File: src/rtl/rpm_multiplier.sv
// Russian-peasant (shift-and-add) multiplier.
// x is the multiplier, halved each iteration. y is the multiplicand, doubled
// each iteration. Whenever x is odd, y is added into acc.
// The operation finishes on the RUN cycle where x has dropped to 0 or 1.
//
// state | meaning
// IDLE  | waiting for start; product/iter_cnt hold the last result
// RUN   | one shift-and-add iteration per cycle
// DONE  | one-cycle completion pulse; start here chains a new operation
module rpm_multiplier #(
  parameter int WIDTH = 32,
  parameter int CNT_W = $clog2(WIDTH) + 1
) (
  input  logic                 clk,
  input  logic                 rst,
  input  logic                 start,
  input  logic [WIDTH-1:0]     a,
  input  logic [WIDTH-1:0]     b,
  output logic                 busy,
  output logic                 done,
  output logic [2*WIDTH-1:0]   product,
  output logic [CNT_W-1:0]     iter_cnt
);

  localparam logic [1:0] IDLE = 2'd0;
  localparam logic [1:0] RUN  = 2'd1;
  localparam logic [1:0] DONE = 2'd2;

  logic [1:0]         state;
  logic [WIDTH-1:0]   x;
  logic [2*WIDTH-1:0] y;
  logic [2*WIDTH-1:0] acc;
  logic [CNT_W-1:0]   cnt;

  logic [2*WIDTH-1:0] acc_n;
  logic [CNT_W-1:0]   cnt_n;
  logic               last_iter;

  // Next accumulator/count for the current iteration; x <= 1 ends the run.
  always_comb begin
    acc_n     = acc + (x[0] ? y : '0);
    cnt_n     = cnt + CNT_W'(1);
    last_iter = (x[WIDTH-1:1] == '0);
  end

  // Status outputs decode directly from the state register.
  assign busy = (state == RUN);
  assign done = (state == DONE);

  // Sequencer and datapath registers; reset overrides everything including start.
  always_ff @(posedge clk) begin
    if (rst) begin
      state    <= IDLE;
      x        <= '0;
      y        <= '0;
      acc      <= '0;
      cnt      <= '0;
      product  <= '0;
      iter_cnt <= '0;
    end else begin
      case (state)
        IDLE, DONE: begin
          if (start) begin
            x     <= a;
            y     <= {{WIDTH{1'b0}}, b};
            acc   <= '0;
            cnt   <= '0;
            state <= RUN;
          end else begin
            state <= IDLE;
          end
        end
        RUN: begin
          if (last_iter) begin
            product  <= acc_n;
            iter_cnt <= cnt_n;
            state    <= DONE;
          end else begin
            x     <= x >> 1;
            y     <= y << 1;
            acc   <= acc_n;
            cnt   <= cnt_n;
          end
        end
        default: state <= IDLE;
      endcase
    end
  end

endmodule

File: config.mk
export PLATFORM = sky130hd
export DESIGN_NAME = rpm_multiplier
export DESIGN_NICKNAME = d
export VERILOG_FILES = /design/src/rtl/rpm_multiplier.sv
export SDC_FILE = /design/constraint.sdc
export NUM_CORES = 1
export LEC_CHECK = 0
export CAP_MARGIN = 40
export CORE_MARGIN = 1.5
export CORE_UTILIZATION = 52
export DETAILED_ROUTE_END_ITERATION = 12
export PLACE_DENSITY = 0.86
export SLEW_MARGIN = 20
export SYNTH_ARGS = -nofsm -noshare
export SYNTH_HDL_FRONTEND = slang
export SYNTH_SLANG_ARGS = --single-unit
File: constraint.sdc
create_clock -name clk -period 3.35 [get_ports clk]
set_input_delay 0.67 -clock clk [delete_from_list [all_inputs] [get_ports clk]]
set_output_delay 0.67 -clock clk [all_outputs]
set_load 0.02 [all_outputs]
==> impl_metrics.yaml <==
global_route:
  met2_usage_pct: 48.3
  grt_start_max_net_pins: 81
  grt_pass1_vias: 13005
  gr-usage-met3_pct: 4.55
  top_usage_layer: "met2"
  gr-usage-all-layers_pct: 28.6
  antenna_found_initial: 2
  gr-total-overflow: 0
  grtUsageMet1_pct: 36.5
  grt_first_pass_wirelength_um: 63200
routing:
  ant_nets: 0
  routed-via-count: 13292
  avgRoutedWirePerCell_um: 17.6
  remaining_drc_errors: 0
  drt_first_pass_iters: 6
  dr.first_iter.drc_count: 1099
  totalWireLength_um: 38800
  viasPerCell: 6.02
setup_path:
  critical_path_class: "register to register"
  path_cells: "buf_12 -> and2_1 -> ha_1 -> o21ai_2 -> o21a_1 -> and3b_2 -> or2_0 -> a211oi_2 -> a21oi_2 -> a21boi_2 -> or4_1 -> nand3_1"
  cpPeakStageDelay_ns: 0.43
  path_buf_inv: 1
  cp_max_fo: 46
  start_kind: "register"
  critical_path.top_delay_family: "simple AND/OR/NAND/NOR gates"
  cpMaxStageDelayCell: "or4_1"
  setup.worst_path.end_class: "register"
  arrival_ns: 3.67
  crit_required_ns: 3.82
die:
  num_rows: 58
  num_io_pins: 139
  coreArea_mm2: 0.0254
  initial_core_util_pct: 53.5
  die_h_um: 165
  die_w_um: 165
  die-area_mm2: 0.0271
sta:
  layout_setup_ws_ns: 0.151
  tightest_slew_ns: 0.834
  finalSetupViolCount: 0
  slew_headroom_pct: 44.4
  fin_crit_sh_pct: 95.5
  tns_ns: 0
  hold_viol_final: 0
  period_minus_slack_ns: 3.20
  finClkSkew_ns: 0.0255
  max_clock_freq_mhz: 313
  whs_ns: 0.453
  drv_slew: 0
  rsz0062_at_grt: "false"
clocking:
  path_clk_slew_ns: 0.07
  ctsHtreeMaxLevel: 1
  cts_buffers: 25
  insertion_delay_ns: 0.55
  cts_hold_buf: 0
  clock_sinks: 238
  cts.path.max_buffers: 3
  cts_root_buf: "clkbuf_16"
  cts_tree: "built"
synthesis:
  synth-simple-area-share_pct: 25.2
  yosysWarnings: 0
  synth_ff_type: "dfxtp_1"
  netlist_area_mm2: 0.0136
  synth_compound_gate_area_share_pct: 24.7
  synth_cell_type_count: 76
  synth_edf_count: 0
  synth_top_family_by_area: "simple AND/OR/NAND/NOR gates"
  async_reset_ff_share_pct: 0
  syn_area_per_cell_um2: 7.60
  yosysSeqAreaShare_pct: 35.1
  muxShareOfSynthArea_pct: 0.230
  syn_nets: 1920
  synth-xor-area-share_pct: 3.93
  syn-instance-count: 1788
  synth_fa_ha_area_share_pct: 6.04
  ys_ff_latch: 238
placed_design:
  hpwl_um: 27200
  dp.cells: 2160
  io_buffer_count: 138
  pre_cts_slack_ns: 0.150
  globalplace.congestion: 0.951
  dpl_cell_area_mm2: 0.0153
cells_and_area:
  finalNonFillerCells: 2208
  drive_gt1_share_pct: 6.87
  nets: 1992
  fin_util_pct: 63.6
  final_cell_area_mm2: 0.0162
  area_growth_pct: 18.9
  n_antenna_cell: 0
power_and_ir_drop:
  p_leak_nw: 6.37
  vdd_ir_drop_max_mv: 0.377
  total_power_mw: 6.51
  power_density_mw_per_mm2: 403
job:
  drv_cap: 0
worst_hold_path:
  hold_path.class: "register to register"
run_status:
  status: "finished clean"
[cell families (layout without fill, tap and decap cells)]
group / after synthesis / in the layout
xor gates and xnor gates: 61 / 61
muxes: 3 / 3
AOI/OAI and AO/OA: 504 / 504
buffers and inverters: 164 / 254
DFF: 238 / 238
and+or+nand+nor: 753 / 753
adders and majority gates: 65 / 65
[registers in the layout, indices dropped and copies added (netlist names)]
name,flops
x,32
y,64
product,64
state,2
acc,64
cnt,6
iter_cnt,6
[worst min-delay path, cell delays in order (launching register included)]
cell and delay (ns):
dfxtp_1 0.31, nand2_1 0.05, a21oi_1 0.05
[cells in the mapped netlist, types with 17 or more instances]
cell type / count / share of area, %
ha_1: 64 / 5.9
and2_1: 67 / 3.1
a21oi_1: 202 / 7.4
o21ai_0: 48 / 1.8
o21bai_1: 17 / 0.94
buf_2: 31 / 1.1
nand4_1: 41 / 1.9
a311oi_1: 62 / 4.0
dfxtp_1: 238 / 35
nand3_1: 90 / 3.3
clkbuf_1: 106 / 2.9
xor2_1: 25 / 1.6
a21o_1: 50 / 2.8
nor2_1: 131 / 3.6
nand2_1: 344 / 9.5
xnor2_1: 36 / 2.3
inv_1: 22 / 0.61
[routing by layer]
layer	share of wire (%)	vias to the layer above
met4	3.5	4
met1	43	6172
met5	0.070	-
met3	7.0	101
met2	46	528
li1	-	6487
[worst paths after layout]
check	startpoint	end	slack, ns	depth (start not counted)
min	product[27]	product[27]	0.45	2
min reg2reg	product[27]	product[27]	0.45	2
max	x[0]	product[45]	0.15	12
max reg2reg	x[0]	product[45]	0.15	12
[layout make-up]
cell class                 count  area [um2]
clock buffer                  36         727
timing repair buffer         186        1830
tap                          330         413
fill                        2202        9250
clock inverter                 9         116
inverter                      23        86.3
sequential                   238        4770
multi-input combinational   1386        8220
[what timing repair did]
| item | CTS | global route |
|---|---|---|
| endpoints found under the setup margin | 0 | 16 |
| gates resized for setup | 0 | 4 |
| buffers inserted | 0 | 2 |
[power by group]
group | switching, mW | internal [mW]
registers | 0.0791 | 2.93
logic | 0.425 | 0.246
clock network | 1.17 | 1.67
[layout by cell type, fill, tap and decap left out, drive strengths merged, types with 5 or more instances in the layout]
| cell type | n |
|---|---|
| a22o | 16 |
| or4 | 7 |
| nor3 | 16 |
| clkdlybuf4s50 | 137 |
| a211oi | 12 |
| nand2 | 344 |
| dfxtp | 238 |
| a21oi | 207 |
| nand3 | 90 |
| o21ai | 65 |
| nand4 | 41 |
| inv | 24 |
| a311oi | 62 |
| xor2 | 25 |
| nor4 | 12 |
| buf | 49 |
| nor2b | 7 |
| and3 | 15 |
| and2 | 69 |
| clkbuf | 36 |
| a21o | 50 |
| xnor2 | 36 |
| nand2b | 5 |
| or3 | 7 |
| nor2 | 131 |
| o21a | 9 |
| a31oi | 17 |
| clkinv | 5 |
| o211ai | 9 |
| o21bai | 17 |
| ha | 64 |
(Power assumes the default switching activity.)
